===== config.mk =====
export PLATFORM = sky130hd
export DESIGN_NAME = pcss_top
export DESIGN_NICKNAME = d
export VERILOG_FILES = /design/src/rtl/pcss_top.sv
export SDC_FILE = /design/constraint.sdc
export NUM_CORES = 2
export LEC_CHECK = 0
export CAP_MARGIN = 5
export CORE_ASPECT_RATIO = 0.9
export CORE_MARGIN = 5
export CORE_UTILIZATION = 56
export DETAILED_ROUTE_END_ITERATION = 7
export GPL_ROUTABILITY_DRIVEN = 0
export PLACE_DENSITY = 0.87
export SLEW_MARGIN = 10
export SYNTH_ARGS = -nofsm -noshare
export SYNTH_HDL_FRONTEND = slang
export SYNTH_SLANG_ARGS = --single-unit

===== constraint.sdc =====
create_clock -name clk -period 5.3 [get_ports clk]
set_clock_uncertainty 0.15 [all_clocks]
set_input_delay 1.325 -clock clk [delete_from_list [all_inputs] [get_ports clk]]
set_output_delay 1.325 -clock clk [all_outputs]
set_load 0.01 [all_outputs]

===== src/rtl/pcss_top.sv =====
// pcss_top: one PCSS tile with four parity-protected four-phase links, a packet router and a tik-driven spike fan-out table.
// Build option PCSS_PARITY_EN: receive parity checking and send parity generation (otherwise both tied off).
module pcss_top #(
    parameter int FW             = 59,
    parameter int B              = 4,
    parameter int CONNECT        = 2,
    parameter int CONNECT_WIDTH  = 5,
    parameter int P_MESH         = 5,
    parameter int P_HIER         = 7,
    parameter int CHIPDATA_WIDTH = 16
) (
    input  logic                      clk,
    input  logic                      rst_n,
    input  logic                      tik,
    input  logic [CHIPDATA_WIDTH-1:0] recv_data_in_E,
    input  logic                      recv_data_valid_E,
    input  logic                      recv_data_par_E,
    output logic                      recv_data_ready_E,
    output logic                      recv_data_err_E,
    input  logic [CHIPDATA_WIDTH-1:0] recv_data_in_N,
    input  logic                      recv_data_valid_N,
    input  logic                      recv_data_par_N,
    output logic                      recv_data_ready_N,
    output logic                      recv_data_err_N,
    input  logic [CHIPDATA_WIDTH-1:0] recv_data_in_W,
    input  logic                      recv_data_valid_W,
    input  logic                      recv_data_par_W,
    output logic                      recv_data_ready_W,
    output logic                      recv_data_err_W,
    input  logic [CHIPDATA_WIDTH-1:0] recv_data_in_S,
    input  logic                      recv_data_valid_S,
    input  logic                      recv_data_par_S,
    output logic                      recv_data_ready_S,
    output logic                      recv_data_err_S,
    output logic [CHIPDATA_WIDTH-1:0] send_data_out_E,
    output logic                      send_data_valid_E,
    output logic                      send_data_par_E,
    input  logic                      send_data_ready_E,
    input  logic                      send_data_err_E,
    output logic [CHIPDATA_WIDTH-1:0] send_data_out_N,
    output logic                      send_data_valid_N,
    output logic                      send_data_par_N,
    input  logic                      send_data_ready_N,
    input  logic                      send_data_err_N,
    output logic [CHIPDATA_WIDTH-1:0] send_data_out_W,
    output logic                      send_data_valid_W,
    output logic                      send_data_par_W,
    input  logic                      send_data_ready_W,
    input  logic                      send_data_err_W,
    output logic [CHIPDATA_WIDTH-1:0] send_data_out_S,
    output logic                      send_data_valid_S,
    output logic                      send_data_par_S,
    input  logic                      send_data_ready_S,
    input  logic                      send_data_err_S
);
    localparam int PW = FW + CONNECT_WIDTH;
    localparam int DW = CHIPDATA_WIDTH;
    localparam int N  = 1 << B;

    // Connection and port counts are placeholders for larger meshes.
    if (CONNECT < 0 || P_MESH < 0 || P_HIER < 0) begin : g_reserved
    end

    // Link handshake (both directions): a word is transferred when valid and ready are both 1;
    // ready then stays 1 until valid drops, and the next word may only start once ready is back at 0.
    // Port index 0..3 = E, N, W, S, which is also route code minus one.
    logic [DW-1:0] rx_in [4];
    logic [3:0]    rx_valid, rx_par, tx_ready, tx_err;
    logic [3:0]    rx_ready, rx_err, rx_full, rx_bad;
    logic [1:0]    rx_cnt [4];
    logic [PW-1:0] rx_asm [4];
    logic [3:0]    rx_tgt [4];

    logic [3:0]    tx_busy, tx_valid, tx_wait, tx_load, tx_par;
    logic [1:0]    tx_cnt [4];
    logic [PW-1:0] tx_buf [4];
    logic [DW-1:0] tx_data [4];

    assign rx_in[0] = recv_data_in_E;
    assign rx_in[1] = recv_data_in_N;
    assign rx_in[2] = recv_data_in_W;
    assign rx_in[3] = recv_data_in_S;
    assign rx_valid = {recv_data_valid_S, recv_data_valid_W, recv_data_valid_N, recv_data_valid_E};
    assign rx_par   = {recv_data_par_S, recv_data_par_W, recv_data_par_N, recv_data_par_E};
    assign tx_ready = {send_data_ready_S, send_data_ready_W, send_data_ready_N, send_data_ready_E};
    assign tx_err   = {send_data_err_S, send_data_err_W, send_data_err_N, send_data_err_E};

    assign {recv_data_ready_S, recv_data_ready_W, recv_data_ready_N, recv_data_ready_E} = rx_ready;
    assign {recv_data_err_S, recv_data_err_W, recv_data_err_N, recv_data_err_E}         = rx_err;
    assign {send_data_valid_S, send_data_valid_W, send_data_valid_N, send_data_valid_E} = tx_valid;
    assign {send_data_par_S, send_data_par_W, send_data_par_N, send_data_par_E}         = tx_par;
    assign send_data_out_E = tx_data[0];
    assign send_data_out_N = tx_data[1];
    assign send_data_out_W = tx_data[2];
    assign send_data_out_S = tx_data[3];

    // Send-buffer one-hot for a packet; zero for local, dropped kinds and bad routes.
    function automatic logic [3:0] fwd_tgt(input logic [PW-1:0] pkt);
        logic [3:0] t;
        t = 4'b0000;
        if (!pkt[PW-1]) begin
            case (pkt[PW-3:PW-5])
                3'd1:    t = 4'b0001;
                3'd2:    t = 4'b0010;
                3'd3:    t = 4'b0100;
                3'd4:    t = 4'b1000;
                default: t = 4'b0000;
            endcase
        end
        return t;
    endfunction

    always_comb begin
        for (int p = 0; p < 4; p++) begin
            tx_data[p] = tx_valid[p] ? tx_buf[p][PW-1:PW-DW] : '0;
`ifdef PCSS_PARITY_EN
            rx_bad[p] = rx_par[p] != ^rx_in[p];
            tx_par[p] = ^tx_data[p];
`else
            rx_bad[p] = 1'b0;
            tx_par[p] = 1'b0;
`endif
            rx_tgt[p] = fwd_tgt(rx_asm[p]);
        end
    end

`ifndef PCSS_PARITY_EN
    logic unused_rx_par;
    assign unused_rx_par = ^rx_par;
`endif

    // Fan-out table: valid bits are reset, entry contents are not.
    logic [N-1:0]  tbl_v;
    logic [46:0]   fan_tbl [N];
    logic [N-1:0]  pending, work, spike_vec, gen_clr;
    logic          tik_q, tik_edge;

    logic          sel_valid, cfg_we, spike_we, gen_hit, gen_take;
    logic [PW-1:0] sel_pkt, gen_pkt, load_pkt;
    logic [3:0]    take_rx, gen_tgt;
    logic [B-1:0]  gen_idx;

    assign tik_edge = tik_q ^ tik;

    always_comb begin
        take_rx   = '0;
        sel_valid = 1'b0;
        sel_pkt   = '0;
        for (int p = 0; p < 4; p++) begin
            if (!sel_valid && rx_full[p] && (rx_tgt[p] & tx_busy) == 4'b0000) begin
                sel_valid  = 1'b1;
                take_rx[p] = 1'b1;
                sel_pkt    = rx_asm[p];
            end
        end
        cfg_we   = sel_valid && sel_pkt[PW-1:PW-5] == 5'b01000;
        spike_we = sel_valid && sel_pkt[PW-1:PW-5] == 5'b00000;

        gen_hit = 1'b0;
        gen_idx = '0;
        for (int i = N - 1; i >= 0; i--) begin
            if (work[i]) begin
                gen_hit = 1'b1;
                gen_idx = i[B-1:0];
            end
        end
        gen_pkt  = {2'b00, fan_tbl[gen_idx][46:44], 15'b0, fan_tbl[gen_idx][43:0]};
        gen_tgt  = (gen_hit && tbl_v[gen_idx]) ? fwd_tgt(gen_pkt) : 4'b0000;
        gen_take = !sel_valid && gen_tgt != 4'b0000 && (gen_tgt & tx_busy) == 4'b0000;

        // Walk drops the current bit when it is offered successfully or cannot be offered at all.
        gen_clr = '0;
        gen_clr[gen_idx] = gen_hit && (gen_tgt == 4'b0000 || gen_take);
        spike_vec = '0;
        spike_vec[sel_pkt[B-1:0]] = spike_we;

        tx_load  = sel_valid ? fwd_tgt(sel_pkt) : (gen_take ? gen_tgt : 4'b0000);
        load_pkt = sel_valid ? {sel_pkt[PW-1:PW-2], 3'b000, sel_pkt[PW-6:0]} : gen_pkt;
    end

    always_ff @(posedge clk) begin
        if (cfg_we) fan_tbl[sel_pkt[B+47:48]] <= sel_pkt[46:0];
    end

    always_ff @(posedge clk or negedge rst_n) begin
        if (!rst_n) begin
            tik_q   <= 1'b0;
            tbl_v   <= '0;
            pending <= '0;
            work    <= '0;
        end else begin
            tik_q <= tik;
            if (cfg_we) tbl_v[sel_pkt[B+47:48]] <= sel_pkt[47];
            pending <= tik_edge ? spike_vec : (pending | spike_vec);
            work    <= (work & ~gen_clr) | (tik_edge ? pending : '0);
        end
    end

    always_ff @(posedge clk or negedge rst_n) begin
        if (!rst_n) begin
            rx_ready <= '0;
            rx_err   <= '0;
            rx_full  <= '0;
            for (int p = 0; p < 4; p++) begin
                rx_cnt[p] <= '0;
                rx_asm[p] <= '0;
            end
        end else begin
            for (int p = 0; p < 4; p++) begin
                if (take_rx[p]) rx_full[p] <= 1'b0;
                if (!rx_ready[p] && rx_valid[p] && !rx_full[p]) begin
                    rx_ready[p] <= 1'b1;
                    rx_err[p]   <= rx_bad[p];
                    if (rx_bad[p]) begin
                        rx_cnt[p] <= '0;
                    end else begin
                        rx_asm[p] <= {rx_asm[p][PW-DW-1:0], rx_in[p]};
                        rx_cnt[p] <= rx_cnt[p] + 2'd1;
                        if (rx_cnt[p] == 2'd3) rx_full[p] <= 1'b1;
                    end
                end else if (rx_ready[p] && !rx_valid[p]) begin
                    rx_ready[p] <= 1'b0;
                    rx_err[p]   <= 1'b0;
                end
            end
        end
    end

    // tx_wait: a handshake finished (or a packet was loaded); hold off until far-side ready is low.
    always_ff @(posedge clk or negedge rst_n) begin
        if (!rst_n) begin
            tx_busy  <= '0;
            tx_valid <= '0;
            tx_wait  <= '0;
            for (int p = 0; p < 4; p++) begin
                tx_cnt[p] <= '0;
                tx_buf[p] <= '0;
            end
        end else begin
            for (int p = 0; p < 4; p++) begin
                if (tx_load[p]) begin
                    tx_busy[p]  <= 1'b1;
                    tx_buf[p]   <= load_pkt;
                    tx_cnt[p]   <= '0;
                    tx_valid[p] <= 1'b0;
                    tx_wait[p]  <= 1'b1;
                end else if (tx_valid[p] && tx_ready[p]) begin
                    tx_valid[p] <= 1'b0;
                    tx_wait[p]  <= 1'b1;
                    if (!tx_err[p]) begin
                        tx_buf[p] <= tx_buf[p] << DW;
                        tx_cnt[p] <= tx_cnt[p] + 2'd1;
                        if (tx_cnt[p] == 2'd3) tx_busy[p] <= 1'b0;
                    end
                end else if (tx_wait[p] && !tx_ready[p]) begin
                    tx_wait[p]  <= 1'b0;
                    tx_valid[p] <= tx_busy[p];
                end
            end
        end
    end
endmodule


# [Yosys cells after proc, flatten, opt, wreduce, memory -nomap -nowiden]
# Memory sizes are Yosys's and may differ from the RTL's.
# Index checks and enable logic that the tools add are counted.
[word_totals] regBits=601 latch_bits=0 ramBits=752 mem_bits_ro=0 in_bits=83 wordCells=357 mem_count=1
[memory_table] memory="fan_tbl" words=16 word_bits=47 rd=1 rd_ports_with_merged_regs=0 write_ports=1 line="134" source="logic [46:0] fan_tbl [N];"
[classes] n_addsub=8 multipliers=0 div=0 magnitude_cmp=6 n_eq_ne=37 shifts=0 mux=163 bitwise_logic=12 n_reduce_logical=89
[op_table] op="$mux W64" n=17
[op_table] op="$mux W16" n=6
[op_table] op="$mux W4" n=24
[op_table] op="$pmux W4 S4" n=6
[op_table] op="$mux W1" n=93
[op_table] op="$and A16 B16 Y16" n=3
[op_table] op="$eq A3 B2 Y1 const B" n=12
[op_table] op="$logic_and A1 B1 Y1" n=36
[op_table] op="$or A16 B16 Y16" n=2
[op_table] op="$logic_not A4 Y1" n=6
[op_table] op="$mux W2" n=12
[op_table] op="$reduce_bool A2 Y1" n=12
[op_table] op="$and A4 B4 Y4" n=5
[op_table] op="$logic_not A1 Y1" n=20
[op_table] op="$eq A3 B1 Y1 const B" n=6
[op_table] op="$eq A3 B3 Y1 const B" n=6
[op_table] op="$add A2 B1 Y2 const B" n=8
[op_table] op="$bwmux W16" n=1
[op_table] op="$eq A2 B2 Y1 const B" n=8
[op_table] op="$not A16 Y16" n=1
[op_table] op="$lt A4 B5 Y1 const B" n=3
[op_table] op="$demux W1 S4" n=3
[op_table] op="$ge A4 B1 Y1 const B" n=3
[op_table] op="$reduce_and A3 Y1" n=4
[op_table] op="other kinds (9)" n=18

# [Longest topological paths before layout]
[depth] ltp_word=29 ltp_mapped=15 mapped_depth_nobuf=10

# [Least setup slack after synthesis]
# OpenSTA, ideal clock, no wires.
[synth_path] path_type="reg-to-reg" from="register rx_asm[187] (netlist name)" to="register tbl_v[0]" setup_ps=126 t_arrival_ps=5470 required_time_ps=5024 setup_slack_ps=-446 stages_incl_launch_ff=12 n_path_buf=1 cell_sequence="dfrtp_1 mux2_2 a2111oi_2 or2_1 buf_2 nor4b_2 a221oi_1 nand2b_1 or3_1 or3b_2 nor2_1 mux2_2"
[synth_via] elab_chain_cells=20 word_cells_on_any_way=29 cone_classes="order compare: 2; eq/ne: 5; mux: 11; bitwise: 1; reduce/logical: 10"
[synth_rtl] item="start: declaration" line="71" source="logic [PW-1:0] rx_asm [4];"
[synth_rtl] item="start signal: indexed assignment" line="217" source="rx_asm[p] <= {rx_asm[p][PW-DW-1:0], rx_in[p]};"
[synth_rtl] item="$eq A3 B3 Y1 (tied with other cells)" line="102" source="case (pkt[PW-3:PW-5])"
[synth_rtl] item="$pmux W4 S4" line="102"
[synth_rtl] item="$mux W4" line="101" source="if (!pkt[PW-1]) begin"
[synth_rtl] item="$and A4 B4 Y4" line="150" source="if (!sel_valid && rx_full[p] && (rx_tgt[p] & tx_busy) == 4'b0000) begin"
[synth_rtl] item="$logic_not A4 Y1" line="150"
[synth_rtl] item="$logic_and A1 B1 Y1" line="150"
[synth_rtl] item="$mux W1" line="150"
[synth_rtl] item="$logic_not A1 Y1" line="150"
[synth_rtl] item="(+3 left out)"
[synth_rtl] item="$logic_not A1 Y1" line="150"
[synth_rtl] item="$logic_and A1 B1 Y1 (2 in series)" line="150"
[synth_rtl] item="$mux W64" line="150"
[synth_rtl] item="$lt A4 B5 Y1 (not written as such) / $ge A4 B1 Y1 (equally long branches)" line="193" source="if (cfg_we) tbl_v[sel_pkt[B+47:48]] <= sel_pkt[47];"
[synth_rtl] item="$logic_and A1 B1 Y1 (not written as such)" line="193"
[synth_rtl] item="$mux W1 (not written as such)" line="193"
[synth_rtl] item="$demux W1 S4" line="193"
[synth_rtl] item="$bwmux W16" line="193"
[synth_rtl] item="end signal: indexed assignment" line="193"
[synth_rtl] item="end: declaration" line="133" source="logic [N-1:0] tbl_v;"
# Parallel ways exist; a longest one is shown, timed or not.
# A chain may end at the register's enable or synchronous reset.

# [Worst setup path in the final report]
[layout_path] from="register work[14]" to="register tx_buf[82] (netlist name)"
[layout_via] elab_chain_cells=26 word_cells_on_any_way=52 cone_classes="eq/ne: 5; mux: 38; bitwise: 1; reduce/logical: 7; memory: 1"
[layout_rtl] item="start: declaration" line="135" source="logic [N-1:0] pending, work, spike_vec, gen_clr;"
[layout_rtl] item="start signal: assignment" line="195" source="work <= (work & ~gen_clr) | (tik_edge ? pending : '0);"
[layout_rtl] item="$mux W4 (15 in series)" line="162" source="if (work[i]) begin"
[layout_rtl] item="$mem_v2 Z16 W47 / $bmux W1 S4 (equally long branches)"
[layout_rtl] item="$eq A3 B3 Y1 (tied with other cells)" line="102"
[layout_rtl] item="$pmux W4 S4 / $logic_and A1 B1 Y1 (equally long branches)" line="102, 168"
[layout_rtl] item="$mux W4" line="168" source="gen_tgt = (gen_hit && tbl_v[gen_idx]) ? fwd_tgt(gen_pkt) : 4'b0000;"
[layout_rtl] item="$and A4 B4 Y4 / $reduce_bool A4 Y1 (equally long branches)" line="169" source="gen_take = !sel_valid && gen_tgt != 4'b0000 && (gen_tgt & tx_busy) == 4'b0000;"
[layout_rtl] item="$logic_not A4 Y1 / $logic_and A1 B1 Y1 (equally long branches)" line="169"
[layout_rtl] item="$logic_and A1 B1 Y1" line="169"
[layout_rtl] item="$mux W4 (2 in series)" line="177" source="tx_load = sel_valid ? fwd_tgt(sel_pkt) : (gen_take ? gen_tgt : 4'b0000);"
[layout_rtl] item="$ne A2 B1 Y1 (no source line) / $reduce_bool A2 Y1 (equally long branches)"
[layout_rtl] item="$reduce_and A2 Y1 (no source line)"
[layout_rtl] item="end signal: indexed assignment" line="243" source="tx_buf[p] <= load_pkt;"
[layout_rtl] item="end signal: indexed assignment" line="251" source="tx_buf[p] <= tx_buf[p] << DW;"
[layout_rtl] item="end: declaration" line="76" source="logic [PW-1:0] tx_buf [4];"
# Parallel ways exist; a longest one is shown, timed or not. The select of a mux whose other input is x is not followed.

==> impl_results.rst <==
.. list-table::
   :header-rows: 1

   * - Metric
     - Value
   * - Horiz. Die Dim
     - 345 um
   * - Number of CTS-inserted buffers
     - 118
   * - Hold buffers post-CTS
     - 0
   * - Cell-by-cell trace of the critical path
     - nand2b_1 > a221o_1 > a211oi_4 > nand2_1 > and3_1 > a2111oi_0 > and4_1 > and4_1 > nor2_4 > buf_12 > mux2i_1
   * - Fraction of registers with async set/reset
     - 44.3%
   * - Number of warnings issued by yosys
     - 0
   * - Crit Path Category
     - register to register
   * - Global-route wire length before repair
     - 246 mm
   * - Port Buf Inserts
     - 150
   * - Num rows
     - 110
   * - CP peak stage delay
     - 830 ps
   * - Worst EP required
     - 5690 ps
   * - Initial core utilization
     - 56.4%
   * - Die height
     - 311 um
   * - CTS clock-pin slew for the worst setup and hold paths
     - 60 ps
   * - Post-route DRC violation count
     - 0
   * - Initial antenna violation count
     - 6
   * - Maximum count of clock buffers along a single path
     - 3
   * - Ys flop type
     - sky130_fd_sc_hd__edfxtp_1
   * - Routed len/inst
     - 27.7 um
   * - GRT overflow
     - 0
   * - Total detailed-routing wirelength
     - 166 mm
   * - Data arrival at the endpoint of the critical path
     - 5550 ps
   * - Total number of vias
     - 39500
   * - Number of sinks handled by clock tree synthesis
     - 1349
   * - Outcome
     - finished, final reports clean
   * - Fin crit share
     - 97.2%
   * - Share of the core filled with cells
     - 65.2%
   * - Critical Path Start Type
     - register
   * - RSZ-0062 raised after global routing
     - false
   * - Rel. slew slack
     - 13.8%
   * - Number of cells produced by synthesis
     - 4311
   * - Vias per cell
     - 6.60
   * - Final-stage net count
     - 4613
   * - Post-CTS resize count
     - 0
   * - Ratio of cells with drive above 1 in the final layout
     - 17.0%
   * - CTS H-tree lvls
     - 3
   * - Pin slew with the least headroom to its limit
     - 1280 ps
   * - Total count of max-transition violations in the final report
     - 0
   * - Max-capacitance violation count
     - 0
   * - DRT antenna net count
     - 0
   * - Maximum number of pins on one net before global-route repair
     - 144
   * - Post-synthesis area per instance
     - 13.1 um2
   * - Top Ports
     - 163
   * - Endpoint type of the worst setup path
     - register
   * - CP max stage cell
     - sky130_fd_sc_hd__a211oi_4
   * - Gr usage total
     - 30.3%
   * - Cell at the root of the clock tree
     - sky130_fd_sc_hd__clkbuf_16
   * - Area growth, synth to finish
     - 15.5%
   * - Cell type group with the largest total delay on the critical path
     - compound AO/OA/AOI/OAI gates
   * - Max FO, Critical Path
     - 41
   * - Length of the first detailed-routing pass in iterations
     - 8
   * - Worst-Skew Late Latency
     - 740 ps
   * - Final HPWL DP
     - 99.3 mm
   * - Buf+Inv Stages, Crit Path
     - 1
   * - Post-CTS setup buffer count
     - 0
   * - Final Hold Vio Count
     - 0
   * - Final period demand of the worst path
     - 5150 ps
   * - Register bit total from synthesis
     - 1349
   * - Vias in the first global route
     - 39700
   * - Number of distinct standard cells referenced by the synthesized netlist
     - 84
   * - Floorplan die area
     - 0.107 mm2
   * - Least setup slack across all paths after layout
     - 149 ps
   * - Min-delay worst type
     - register to register
   * - Core Box Area
     - 0.100 mm2
   * - Final setup violating endpoints
     - 0
   * - TritonCTS clock tree
     - yes
   * - Cell with the most instances on the worst path
     - sky130_fd_sc_hd__and4_1
   * - Sequential fraction of the synthesis area
     - 66.4%
   * - First-iteration detailed-routing DRC count
     - 5960
   * - Post-synth EDFFs
     - 752
   * - Worst slack, placed
     - 258 ps
   * - Post-synthesis instance area
     - 0.0565 mm2
   * - Maximum clock rate
     - 194 MHz
-- sequential cells by signal, summed over array words and instances (netlist names) --
name      cells
fan_tbl     752
rx_cnt        8
tx_valid      4
tx_cnt        8
rx_ready      4
tx_wait       4
tbl_v        16
rx_asm      256
tx_buf      256
tik_q         1
pending      16
rx_full       4
tx_busy       4
work         16
-- routing by layer --
metal	vias to the layer above	part of all wire, %	global-route usage (%)
met1	19500	34	39.9
met4	2	6.1	15.6
met3	616	15	9.86
met5	-	0.012	0
li1	16200	-	-
met2	3130	45	45.3
-- layout by cell type (no fill, tap or decap), types with 9 or more instances in the layout --
cell type                         count
sky130_fd_sc_hd__a2111oi_0           12
sky130_fd_sc_hd__a211oi_1            11
sky130_fd_sc_hd__a21oi_1            219
sky130_fd_sc_hd__a221o_1             44
sky130_fd_sc_hd__a221oi_1            35
sky130_fd_sc_hd__a31oi_1             37
sky130_fd_sc_hd__a32o_1               9
sky130_fd_sc_hd__and2_1              71
sky130_fd_sc_hd__buf_12              52
sky130_fd_sc_hd__buf_4              157
sky130_fd_sc_hd__bufinv_16           17
sky130_fd_sc_hd__clkbuf_1            18
sky130_fd_sc_hd__clkbuf_16          120
sky130_fd_sc_hd__clkbuf_8            12
sky130_fd_sc_hd__clkdlybuf4s50_1    149
sky130_fd_sc_hd__clkinv_1            19
sky130_fd_sc_hd__clkinv_2            23
sky130_fd_sc_hd__dfrtp_1            597
sky130_fd_sc_hd__edfxtp_1           752
sky130_fd_sc_hd__inv_1               36
sky130_fd_sc_hd__mux2_2             312
sky130_fd_sc_hd__mux2i_1            408
sky130_fd_sc_hd__nand2_1            760
sky130_fd_sc_hd__nand3_1            259
sky130_fd_sc_hd__nand4_1             15
sky130_fd_sc_hd__nor2_1              45
sky130_fd_sc_hd__nor2_4              19
sky130_fd_sc_hd__nor3_1              20
sky130_fd_sc_hd__nor4_1              23
sky130_fd_sc_hd__o21ai_0            110
sky130_fd_sc_hd__o22ai_1             35
sky130_fd_sc_hd__o2bb2ai_1           32
sky130_fd_sc_hd__or4_1                9
-- cells by family (layout without fill, tap and decap cells) --
kind of cell | Yosys count | in the layout | synth area share, %
mux | 720 | 720 | 13.5
fa+ha+maj | 8 | 8 | 0.177
compound gates | 618 | 618 | 7.24
xor+xnor | 11 | 11 | 0.171
simple gates | 1291 | 1292 | 10.3
flops | 1349 | 1349 | 66.4
other cells | 1 | 14 | 0.00664
buf+inv | 313 | 621 | 2.26
-- final timing paths --
path	start	end	slack [ps]	depth (start not counted)
max	work[14]$_DFF_PN0_	tx_buf[82]$_DFFE_PN0P_	150	11
min	rx_cnt[0]$_DFFE_PN0P_	rx_cnt[0]$_DFFE_PN0P_	330	1
max reg2reg	work[14]$_DFF_PN0_	tx_buf[82]$_DFFE_PN0P_	150	11
min reg2reg	rx_cnt[0]$_DFFE_PN0P_	rx_cnt[0]$_DFFE_PN0P_	330	1
max in group asynchronous	rst_n	rx_asm[227]$_DFFE_PN0P_	3430	2
min in group asynchronous	rst_n	tx_buf[198]$_DFFE_PN0P_	480	1
-- synthesized netlist by cell type (all sizes together), types with 9 or more instances --
cell type    n  area, um2
a211oi      12        103
nor3        23        130
mux2       312       3510
a32o         9       90.1
and2        71        444
a2111oi     14        130
nand2      762       2870
or2          9       56.3
mux2i      408       4080
inv         36        135
o2bb2ai     32        280
buf         80        403
a21oi      225       1140
nor4        26        193
nand3      259       1300
dfrtp      597      14900
or4          9       67.6
clkbuf     197        739
o21ai      120        619
a31oi       41        293
a221oi      37        330
edfxtp     752      22600
nor2        66        267
a221o       44        440
o22ai       37        238
nand4       15       93.8
-- through the flow --
stage	TNS (ps)	hold WS, ps	cell area (um2)	instances
final	0	328	65200	5977
after global routing	0	347	65200	5971
after CTS	0	325	65200	5970
after detailed placement	0	315	61100	5745
after global placement	0	311	61100	5745
after floorplan	-94680	298	56500	4318
-- final cells by class --
class,instances,area (um2)
Antenna cell,6,15.0
Clock buffer,151,3240
Clock inverter,74,888
Fill cell,6417,34800
Inverter,36,135
Multi-Input combinational cell,2657,18000
Sequential cell,1349,37500
Tap cell,1344,1680
Timing Repair Buffer,360,3740
Power is not shown: default switching activity piles up to over one toggle a cycle in this logic, so the estimate is an artifact.
